### src/rtl/io_arbiter.sv
// Arbitrates a CPU write queue and a debug request port onto one peripheral bus,
// with round-robin fairness and a per-transaction ready timeout.
//
// state    | meaning
// ---------+--------------------------------------------------------------
// IDLE     | no bus transaction; chooses next requester (round-robin)
// CPU_XFER | bus driven from queue head; pops on completion or timeout
// DBG_XFER | bus driven from dbg_* inputs; pulses dbg_gnt on completion/timeout
module io_arbiter #(
   parameter int FIFO_DEPTH = 4,
   parameter int WAIT_MAX   = 15
) (
   input  logic        clk,
   input  logic        reset,
   input  logic [15:0] cpu_base,
   input  logic [15:0] cpu_data,
   input  logic        cpu_flag,
   output logic        cpu_full,
   output logic        cpu_ovf,
   input  logic        dbg_req,
   input  logic [15:0] dbg_addr,
   input  logic [15:0] dbg_wdata,
   input  logic        dbg_we,
   output logic        dbg_gnt,
   output logic [15:0] dbg_rdata,
   output logic        dbg_rvalid,
   output logic        bus_valid,
   output logic [15:0] bus_addr,
   output logic [15:0] bus_wdata,
   output logic        bus_we,
   output logic        bus_src,
   input  logic        bus_ready,
   input  logic [15:0] bus_rdata,
   output logic        bus_err
);

   localparam int AW = (FIFO_DEPTH > 1) ? $clog2(FIFO_DEPTH) : 1;
   localparam int CW = (WAIT_MAX > 1) ? $clog2(WAIT_MAX) : 1;
   localparam logic [AW:0]   DEPTH_CNT = (AW + 1)'(FIFO_DEPTH);
   localparam logic [CW-1:0] WAIT_LOAD = CW'(WAIT_MAX - 1);

   localparam logic [1:0] IDLE     = 2'd0;
   localparam logic [1:0] CPU_XFER = 2'd1;
   localparam logic [1:0] DBG_XFER = 2'd2;

   logic [31:0]   mem [FIFO_DEPTH];
   logic [AW-1:0] wr_ptr;
   logic [AW-1:0] rd_ptr;
   logic [AW:0]   count;
   logic [31:0]   head;

   logic [1:0]    state;
   logic          last_src;
   logic [CW-1:0] wait_cnt;

   logic push;
   logic drop;
   logic pop;
   logic in_xfer;
   logic xfer_done;
   logic xfer_abort;
   logic xfer_end;
   logic cpu_pend;
   logic dbg_pend;

   assign cpu_full   = (count == DEPTH_CNT);
   assign head       = mem[rd_ptr];
   assign push       = cpu_flag & ~cpu_full;
   assign drop       = cpu_flag & cpu_full;
   assign in_xfer    = (state == CPU_XFER) | (state == DBG_XFER);
   assign xfer_done  = in_xfer & bus_ready;
   assign xfer_abort = in_xfer & ~bus_ready & (wait_cnt == '0);
   assign xfer_end   = xfer_done | xfer_abort;
   assign pop        = (state == CPU_XFER) & xfer_end;
   assign cpu_pend   = (count != '0);
   // dbg_req may still be high during the grant cycle; don't serve it twice
   assign dbg_pend   = dbg_req & ~dbg_gnt;

   always_ff @(posedge clk) begin
      if (push) mem[wr_ptr] <= {cpu_base, cpu_data};
   end

   always_ff @(posedge clk) begin
      if (reset) begin
         wr_ptr <= '0;
         rd_ptr <= '0;
         count  <= '0;
      end else begin
         if (push) wr_ptr <= wr_ptr + 1'b1;
         if (pop)  rd_ptr <= rd_ptr + 1'b1;
         case ({push, pop})
            2'b10:   count <= count + 1'b1;
            2'b01:   count <= count - 1'b1;
            default: count <= count;
         endcase
      end
   end

   always_ff @(posedge clk) begin
      if (reset) begin
         state      <= IDLE;
         last_src   <= 1'b1;
         wait_cnt   <= '0;
         bus_valid  <= 1'b0;
         bus_addr   <= '0;
         bus_wdata  <= '0;
         bus_we     <= 1'b0;
         bus_src    <= 1'b0;
         dbg_gnt    <= 1'b0;
         dbg_rvalid <= 1'b0;
         dbg_rdata  <= '0;
         cpu_ovf    <= 1'b0;
         bus_err    <= 1'b0;
      end else begin
         dbg_gnt    <= 1'b0;
         dbg_rvalid <= 1'b0;
         if (drop) cpu_ovf <= 1'b1;
         case (state)
            IDLE: begin
               if (cpu_pend && (!dbg_pend || last_src)) begin
                  state     <= CPU_XFER;
                  bus_valid <= 1'b1;
                  bus_addr  <= head[31:16];
                  bus_wdata <= head[15:0];
                  bus_we    <= 1'b1;
                  bus_src   <= 1'b0;
                  wait_cnt  <= WAIT_LOAD;
               end else if (dbg_pend) begin
                  state     <= DBG_XFER;
                  bus_valid <= 1'b1;
                  bus_addr  <= dbg_addr;
                  bus_wdata <= dbg_wdata;
                  bus_we    <= dbg_we;
                  bus_src   <= 1'b1;
                  wait_cnt  <= WAIT_LOAD;
               end
            end
            CPU_XFER, DBG_XFER: begin
               if (xfer_end) begin
                  state     <= IDLE;
                  bus_valid <= 1'b0;
                  last_src  <= (state == DBG_XFER);
                  if (xfer_abort) bus_err <= 1'b1;
                  if (state == DBG_XFER) begin
                     dbg_gnt <= 1'b1;
                     if (xfer_done && !bus_we) begin
                        dbg_rvalid <= 1'b1;
                        dbg_rdata  <= bus_rdata;
                     end
                  end
               end else begin
                  wait_cnt <= wait_cnt - 1'b1;
               end
            end
            default: begin
               state     <= IDLE;
               bus_valid <= 1'b0;
            end
         endcase
      end
   end

endmodule

### config.mk
export PLATFORM = sky130hd
export DESIGN_NAME = io_arbiter
export DESIGN_NICKNAME = d
export VERILOG_FILES = /design/src/rtl/io_arbiter.sv
export SDC_FILE = /design/constraint.sdc
export NUM_CORES = 1
export LEC_CHECK = 0
export ABC_AREA = 1
export CAP_MARGIN = 15
export CORE_ASPECT_RATIO = 1.5
export CORE_MARGIN = 2
export CORE_UTILIZATION = 40
export DETAILED_ROUTE_END_ITERATION = 12
export GPL_TIMING_DRIVEN = 0
export PLACE_DENSITY_LB_ADDON = 0.25
export SYNTH_ARGS = -nofsm -noshare
export SYNTH_HDL_FRONTEND = slang
export SYNTH_SLANG_ARGS = --single-unit
### constraint.sdc
create_clock -name clk -period 3.53 [get_ports clk]
set_input_delay 0.706 -clock clk [delete_from_list [all_inputs] [get_ports clk]]
set_output_delay 0.706 -clock clk [all_outputs]
set_load 0.01 [all_outputs]
==> flow_metrics.tcl, run 1 <==
set metrics [dict create \
    synth_area_um2 8120 \
    cp-start-kind "register" \
    maxCapViolCount 0 \
    track_usage_pct 19.0 \
    antenna_cells 0 \
    fmax_mhz 390 \
    rr_worst_depth 13 \
    hold_buffers 0 \
    fill_cells 1787 \
    cts_setup_buffers 0 \
    hold_violations 0 \
    initial_utilization_pct 40.9 \
    crit_chain "inv_1 -> ha_1 -> nand4_1 -> nand2_1 -> nand2_1 -> inv_1 -> ha_1 -> inv_1 -> fa_1 -> a21oi_1 -> o21ai_0 -> o21ai_0 -> a21oi_1" \
    slowest_stage "dfxtp_1" \
    numPortBuffers 140 \
    coreArea_um2 19900 \
    drt-total-wl_um 20100 \
    max_stage_delay_ps 390 \
    cts_tree "built" \
    synth_nets 942 \
    crit_top_cell "inv_1" \
    ios 142 \
    critPathKind "register to register" \
    tightest_slew_ps 665 \
    min_from "cpu_ovf" \
    synth_area_per_cell_um2 9.63 \
    grt-ovfl-total 0 \
    whs_ps 455 \
    nNetsFinal 1105 \
    finalCritPeriodShare_pct 72.7 \
    grt_pass1_wl_um 31000 \
    fp.dieArea_um2 21500 \
    status "finished clean" \
    arrival_ps 2880 \
    ctsResizeCount 0 \
    slew_viol_final 0 \
    wl_per_cell_um 15.7 \
    grt_pass1_vias 6080 \
    cts_buffers 17 \
    rsz0062_at_grt "no" \
    fin_crit_ps 2570 \
    cp_max_fo 6 \
    dpl.hpwl_um 13500 \
    post_route_cells_drive_above_1_share_pct 6.96 \
    synth_cell_type_count 26 \
    cp.required_ps 3850 \
    drt_first_pass_iters 5 \
    r2r-start "state[1]" \
    cts.path.max_buffers 2 \
    vias 6277 \
    vdd_drop_max_v 0.000404 \
    cts_root_buffer "clkbuf_16" \
    drc 0 \
    rows 63 \
    crit_path_end_kind "register" \
    hp-class "register to register" \
    grt_max_degree 28 \
    die_x_um 120 \
    ys_seq_elements 199 \
    syn_inst 844 \
    setup_violations 0 \
    fin_setup_tns_ps 0 \
    p_total_w 0.00656 \
    ys_seq_area_share_pct 64.8 \
    p_leak_nw 4.10 \
    p_per_area_nw_per_um2 623 \
    reg2reg_setup_slack_ps 960 \
    ys_warn_count 0 \
    htreeDepth 4 \
    viasPerCell 4.90 \
    die_h_um 179 \
    min_to "cpu_ovf" \
    path_clk_slew_ps 70 \
    clk_latency_ps 430 \
    gp_congestion 0.758 \
    holdPathStages 2 \
    ant_nets 0 \
    area_growth_pct 29.6 \
    final.setup_skew_ps 7.28 \
    regToRegEndpoint "count[2]" \
    clkSinkCount 199 \
    drt_iter0_drc 418 \
    antenna_found_initial 0 \
    relSlewSlack_pct 55.7 \
]
==> cells in the final DEF, fill, tap and decap left out, drive strengths merged, types with 2 or more instances in the layout <==
| master | n |
|---|---|
| a21oi | 65 |
| buf | 31 |
| bufinv | 2 |
| clkbuf | 34 |
| clkdlybuf4s50 | 140 |
| clkinv | 6 |
| clkinvlp | 5 |
| dfxtp | 71 |
| edfxtp | 128 |
| ha | 11 |
| inv | 31 |
| nand2 | 273 |
| nand3 | 59 |
| nand3b | 2 |
| nand4 | 2 |
| nor2 | 117 |
| o21ai | 39 |
| xor2 | 2 |
==> per-layer routing <==
metal  part of all wire (%)  vias to the layer above  GRT usage, %
li1                       -                     3125             -
met5                      0                        -             0
met4                    3.2                        0          9.69
met3                    5.6                       42          3.77
met1                     40                     2907          21.4
met2                     51                      203          34.0
==> stage by stage <==
| step | cell area [µm²] | cells | setup slack (ps) | utilization (%) |
|---|---|---|---|---|
| after floorplan | 8120 | 844 | 875 | - |
| after global placement | 9850 | 1244 | -937 | 49.6 |
| after detailed placement | 9970 | 1248 | 630 | 50.2 |
| after CTS | 10500 | 1280 | 973 | 53.0 |
| after global routing | 10500 | 1280 | 755 | 53.0 |
| final | 10500 | 1280 | 964 | 53.0 |
==> how the worst max path moves through the flow <==
stage | startpoint | end | cells after the start
after floorplan | cpu_flag | mem[0][0] | 2
after global placement | cpu_flag | mem[0][4] | 3
after detailed placement | bus_ready | count[2] | 13
after CTS | state[1] | count[2] | 13
after global routing | state[1] | count[2] | 13
final | state[1] | count[2] | 13
==> worst max-delay path: cells and delay by family (launching register included) <==
kind	cells	cell delay, ps
AND/OR/NAND/NOR	3	480
buffers and inverters	3	230
flip-flops	1	390
AO/OA/AOI/OAI	4	450
adder cells (fa/ha/maj)	3	900
==> cells by family after synthesis <==
| group | Yosys count | synth area share [%] |
|---|---|---|
| compound gates | 104 | 6.41 |
| xor+xnor | 2 | 0.216 |
| fa+ha+maj | 12 | 1.94 |
| buf+inv | 73 | 4.05 |
| flops | 199 | 64.8 |
| simple gates | 454 | 22.6 |
==> cell usage after synthesis <==
| cell type | count | area [µm²] |
|---|---|---|
| nand3_2 | 1 | 10.0 |
| buf_2 | 20 | 100 |
| and3_1 | 1 | 6.26 |
| nand2_1 | 269 | 1010 |
| nand2_4 | 1 | 11.3 |
| nand3b_1 | 2 | 15.0 |
| o21ai_1 | 6 | 30.0 |
| dfxtp_1 | 71 | 1420 |
| nor2_4 | 2 | 22.5 |
| o21ai_0 | 33 | 165 |
| fa_1 | 1 | 20.0 |
| inv_2 | 3 | 11.3 |
| buf_1 | 1 | 3.75 |
| buf_6 | 2 | 22.5 |
| nand4_1 | 1 | 6.26 |
| inv_1 | 26 | 97.6 |
| clkbuf_1 | 17 | 63.8 |
| buf_4 | 4 | 30.0 |
| a21oi_1 | 65 | 325 |
| nand4_2 | 1 | 12.5 |
| xor2_1 | 2 | 17.5 |
| nor2_1 | 115 | 432 |
| ha_1 | 11 | 138 |
| edfxtp_1 | 128 | 3840 |
| nand3_1 | 58 | 290 |
| nand2_2 | 3 | 18.8 |
==> state kept, by name (all words and copies together), names as in the netlist, 2 cells and up, named ones only <==
signal     cells
rd_ptr         2
dbg_rdata     16
bus_wdata     16
bus_addr      16
state          2
wait_cnt       4
wr_ptr         2
count          3
mem          128
==> power by group <==
part           total [W]  internal, W  switching [W]
clock            0.00186      0.00103       0.000826
sequential       0.00288      0.00275       0.000128
combinational    0.00182     0.000762        0.00106
total            0.00656      0.00454        0.00201
==> final cells by class <==
| cell class | count | area, µm² | area share, % |
|---|---|---|---|
| inverter | 29 | 109 | 1.03 |
| buffer | 44 | 220 | 2.09 |
| multi-input combinational | 572 | 2560 | 24.3 |
| timing repair buffer | 144 | 1490 | 14.1 |
| clock inverter | 15 | 135 | 1.28 |
| sequential | 199 | 5270 | 50.0 |
| tap | 260 | 325 | 3.09 |
| clock buffer | 17 | 425 | 4.04 |
Note: power is estimated with default switching activity, not from simulation.
==> run 2: changes to the inputs <==
==> constraint.sdc (replaced) <==
create_clock -name clk -period 2.13 [get_ports clk]
set_input_delay 0.426 -clock clk [delete_from_list [all_inputs] [get_ports clk]]
set_output_delay 0.426 -clock clk [all_outputs]
set_load 0.01 [all_outputs]
==> run 2 against run 1 <==
Net effect:
- setup slack worse by 1000 ps
- sequential power up 66%
- design area rose by 1.8%
- the flow now finishes with violations (negative setup slack)
- clock power up 76%
- critical path depth did not move
- wire length rose by 0.11%
- largest power group unchanged
- first-iteration DRC count increased by 1.7%
- register-to-register slack got worse by 1000 ps
- die area unchanged
- count of clock-buffer cells in the layout grew 2
- sequential cell count did not move
==> flow_metrics.tcl, run 2 (synthesis gave the netlist of run 1 again) <==
set metrics [dict create \
    setup_violations 1 \
    grt_pass1_wl_um 30400 \
    arrival_ps 2510 \
    die_h_um 179 \
    grt_max_degree 24 \
    regMostFlops "mem" \
    p_leak_nw 4.20 \
    clkSinkCount 199 \
    drc 0 \
    whs_ps 336 \
    path_clk_slew_ps 70 \
    initial_utilization_pct 40.9 \
    hp-class "input pin to register" \
    tightest_slew_ps 628 \
    hold_buffers 0 \
    cts_buffers 17 \
    cts_tree "built" \
    vdd_drop_max_v 0.000549 \
    multi_input_area_um2 2600 \
    area_growth_pct 32.0 \
    grt_pass1_vias 5952 \
    fin_crit_ps 2190 \
    fmax_mhz 456 \
    vias 6260 \
    cts_root_buffer "clkbuf_16" \
    wl_per_cell_um 15.6 \
    antenna_found_initial 0 \
    most-common-layout-cells "266 x nand2_1, 139 x clkdlybuf4s50_1, 128 x edfxtp_1" \
    status "complete, but fails checks" \
    fin_ws_ps -64.9 \
    gp_congestion 0.752 \
    cp_max_fo 3 \
    track_usage_pct 18.7 \
    final_common_cell "nand2_1" \
    coreArea_um2 19900 \
    finalCritPeriodShare_pct 103 \
    drt-total-wl_um 20200 \
    crit_chain "inv_2 -> ha_4 -> nand4_1 -> nand2_2 -> nand2_2 -> inv_2 -> ha_4 -> inv_4 -> fa_2 -> a21oi_2 -> o21ai_2 -> o21ai_1 -> a21oi_1" \
    rows 63 \
    post_route_cells_drive_above_1_share_pct 9.99 \
    final.setup_skew_ps 14.6 \
    die_x_um 120 \
    slowest_stage "fa_2" \
    fp.dieArea_um2 21500 \
    cts.path.max_buffers 2 \
    fin_setup_tns_ps -64.9 \
    slew_viol_final 0 \
    max_stage_delay_ps 360 \
    grt-ovfl-total 0 \
    relSlewSlack_pct 58.0 \
    drt_iter0_drc 425 \
    failed_checks "negative setup slack" \
    drt_first_pass_iters 5 \
    cp-start-kind "register" \
    critPathKind "register to register" \
    antenna_cells 0 \
    nNetsFinal 1116 \
    crit_path_end_kind "register" \
    viasPerCell 4.85 \
    p_per_area_nw_per_um2 1050 \
    dpl.hpwl_um 13700 \
    ios 142 \
    largest_register_ffs 128 \
    clk_latency_ps 430 \
    htreeDepth 4 \
    seq_area_um2 5270 \
    numPortBuffers 140 \
    fill_cells 1753 \
    cp.required_ps 2440 \
    maxCapViolCount 0 \
    hold_violations 0 \
    rsz0062_at_grt "yes" \
    ant_nets 0 \
]
==> run 2: repair_timing <==
action,4_1_cts,5_1_grt
setup endpoints to repair,2,1
buffers inserted,8,3
gates resized for setup,13,1
pin swaps,6,5
==> run 2: worst paths after layout <==
kind / start / endpoint / slack (ps) / cells past startpoint
worst max-delay path: state[1] / count[2] / -60 / 13
worst min-delay path: reset / dbg_rdata[12] / 340 / 2
worst max register to register: state[1] / count[2] / -60 / 13
worst min register to register: bus_err / bus_err / 460 / 2
==> run 2: power breakdown <==
group | switching [W] | internal, W | total [W]
Sequential | 0.000221 | 0.00456 | 0.00478
Clock | 0.00144 | 0.00183 | 0.00327
Combinational | 0.00181 | 0.00136 | 0.00317
Total | 0.00347 | 0.00776 | 0.0112
==> run 2: through the flow <==
step	instance area [µm²]	util [%]	setup WS (ps)	power [W]	cells
after detailed placement	10000	50.3	-575	0.00794	1248
final	10700	54.0	-64.9	0.0112	1291
after global routing	10700	54.0	-137	0.0118	1291
after CTS	10700	53.8	-32.0	0.0113	1288
after floorplan	8140	-	-343	0.00658	844
after global placement	9860	49.7	-2000	0.00788	1244
==> run 2: worst max-delay path, delay by kind of cell (launching register included) <==
family	cells	cell delay, ps
flip-flops	1	350
adder cells (fa/ha/maj)	3	770
buffers and inverters	3	170
AO/OA/AOI/OAI	4	430
AND/OR/NAND/NOR	3	360
==> run 2: layout make-up <==
cell class | count | share of cell area [%]
inverters | 29 | 1.04
well taps | 260 | 3.03
clock inverters | 13 | 1.45
plain buffers | 44 | 2.05
clock buffers | 19 | 4.23
flip-flops and latches | 199 | 49.1
repair buffers | 155 | 14.8
multi-input cells | 572 | 24.3
==> run 2: layer usage <==
layer	GRT usage [%]	vias up	part of all wire (%)
met4	7.99	0	2.3
met3	3.68	34	5.1
met1	20.8	2879	40
met2	34.5	207	53
li1	-	3140	-
met5	0	-	0
==> run 3: changes to the inputs <==
--- a/config.mk
+++ b/config.mk
@@ -13,6 +13,7 @@
 export DETAILED_ROUTE_END_ITERATION = 12
 export GPL_TIMING_DRIVEN = 0
 export PLACE_DENSITY_LB_ADDON = 0.25
+export SETUP_SLACK_MARGIN = 0.1
 export SYNTH_ARGS = -nofsm -noshare
 export SYNTH_HDL_FRONTEND = slang
 export SYNTH_SLANG_ARGS = --single-unit
==> run 3 against run 2 <==
Net effect:
- the run still ends with negative setup slack left
- core utilization shrank 0.11 points
- setup slack improved by 25 ps
- design area is 0.20% lower
- critical path depth did not move
- largest cell class unchanged
- sequential cell count unchanged
- sequential share of layout area is 0.098 points higher
- clock skew shrank 6.8 ps
==> flow_metrics.tcl, run 3 (synthesis gave the netlist of run 1 again) <==
set metrics [dict create \
    fmax_mhz 461 \
    vdd_drop_max_v 0.000615 \
    slowest_stage "fa_2" \
    ant_nets 0 \
    tightest_slew_ps 604 \
    cp_max_fo 3 \
    hold_buffers 0 \
    clkSinkCount 199 \
    hold_violations 0 \
    setup_violations 1 \
    slew_viol_final 0 \
    drt_first_pass_iters 5 \
    rsz0062_at_grt "yes" \
    relSlewSlack_pct 59.7 \
    cts.path.max_buffers 2 \
    cp.required_ps 2450 \
    maxCapViolCount 0 \
    gp_congestion 0.745 \
    die_h_um 179 \
    numPortBuffers 140 \
    area_growth_pct 31.7 \
    post_route_cells_drive_above_1_share_pct 9.52 \
    antenna_found_initial 0 \
    die_x_um 120 \
    cts_root_buffer "clkbuf_16" \
    whs_ps 335 \
    vias 6214 \
    hp-class "input pin to register" \
    largest_register_ffs 128 \
    regMostFlops "mem" \
    most-common-layout-cells "266 x nand2_1, 139 x clkdlybuf4s50_1, 128 x edfxtp_1" \
    fp.dieArea_um2 21500 \
    grt_pass1_vias 6004 \
    ios 142 \
    drt_iter0_drc 475 \
    fin_crit_ps 2170 \
    cts_tree "built" \
    cp-start-kind "register" \
    drt-total-wl_um 19800 \
    track_usage_pct 18.9 \
    p_leak_nw 4.18 \
    nNetsFinal 1114 \
    clk_latency_ps 430 \
    antenna_cells 0 \
    drc 0 \
    crit_path_end_kind "register" \
    arrival_ps 2490 \
    crit_chain "inv_2 -> ha_4 -> nand4_1 -> nand2_2 -> nand2_2 -> inv_2 -> ha_4 -> inv_4 -> fa_2 -> a21oi_2 -> o21ai_2 -> o21ai_1 -> a21oi_1" \
    max_stage_delay_ps 370 \
    status "complete, but fails checks" \
    wl_per_cell_um 15.3 \
    cts_buffers 17 \
    fin_ws_ps -39.8 \
    critical_path.top_delay_family "adder cells" \
    final.setup_skew_ps 7.76 \
    grt_max_degree 29 \
    rows 63 \
    htreeDepth 4 \
    viasPerCell 4.82 \
    p_per_area_nw_per_um2 1050 \
    preCtsSetupSlack_ps -398 \
    coreArea_um2 19900 \
    finalCritPeriodShare_pct 102 \
    final_common_cell "nand2_1" \
    path_clk_slew_ps 70 \
    grt-ovfl-total 0 \
    path_buf_inv 3 \
    initial_utilization_pct 40.9 \
    dpl.hpwl_um 13500 \
    failed_checks "negative setup slack" \
    critPathKind "register to register" \
    grt_pass1_wl_um 30800 \
]
## run 3: cell types whose count changed in the layout (fill, tap and decap cells not counted)
cell        previous run  this run
inv_6                  6         1
buf_12                 1         4
buf_16                 3         0
clkbuf_1              17        20
buf_4                 15        13
bufinv_16              2         4
clkinv_4               0         2
inv_8                  2         0
clkbuf_8               2         1
clkinv_2               0         1
clkinvlp_2             1         0
clkinvlp_4             2         3
## run 3: through the flow
step,total power (W),instances,cell area [µm²],TNS (ps),util (%)
after floorplan,0.00658,844,8140,-43920,-
after global placement,0.00787,1244,9870,-244680,49.7
after detailed placement,0.00792,1248,9980,-9720,50.2
after CTS,0.0113,1285,10600,0,53.6
after global routing,0.0119,1289,10700,-162,53.9
final,0.0113,1289,10700,-39.8,53.9
## run 3: worst reg2reg max path: stages (launching register included)
cell	delay, ps
dfxtp_2	350
inv_2	50
ha_4	270
nand4_1	160
nand2_2	140
nand2_2	60
inv_2	80
ha_4	140
inv_4	40
fa_2	370
a21oi_2	160
o21ai_2	70
o21ai_1	130
a21oi_1	50
## run 3: metal layers
layer / share of wire, % / up-vias / GRT usage, % / routed length, µm
met4: 2.7 / 0 / 7.95 / 537
met2: 52 / 187 / 34.4 / 10400
met5: 0 / - / 0 / 0
met1: 40 / 2860 / 21.2 / 7830
li1: - / 3132 / - / -
met3: 5.3 / 35 / 4.25 / 1040
## run 3: layout make-up
cell class / instances / area [µm²]
flip-flops and latches: 199 / 5270
clock buffers: 21 / 450
multi-input cells: 572 / 2600
clock inverters: 11 / 174
fillers: 1773 / 9170
inverters: 29 / 111
repair buffers: 153 / 1550
well taps: 260 / 325
plain buffers: 44 / 220
## run 3: what timing repair did
| action | 4_1_cts | 5_1_grt |
|---|---|---|
| setup buffers | 5 | 4 |
| pin swaps | 3 | 5 |
| gates resized for setup | 6 | 6 |
| setup endpoints to repair | 3 | 2 |
## run 3: worst paths after layout
kind              depth (start not counted)       endpoint  slack, ps     start
setup / recovery                         13       count[2]        -40  state[1]
setup reg to reg                         13       count[2]        -40  state[1]
hold reg to reg                           2        cpu_ovf        460   cpu_ovf
hold / removal                            2  dbg_rdata[11]        340     reset
## run 3: report_power, final
part	internal [W]	leakage, nW	switching [W]
Clock	0.00200	0.294	0.00137
Combinational	0.00134	2.13	0.00179
Sequential	0.00456	1.76	0.000217
Total	0.00791	4.18	0.00337
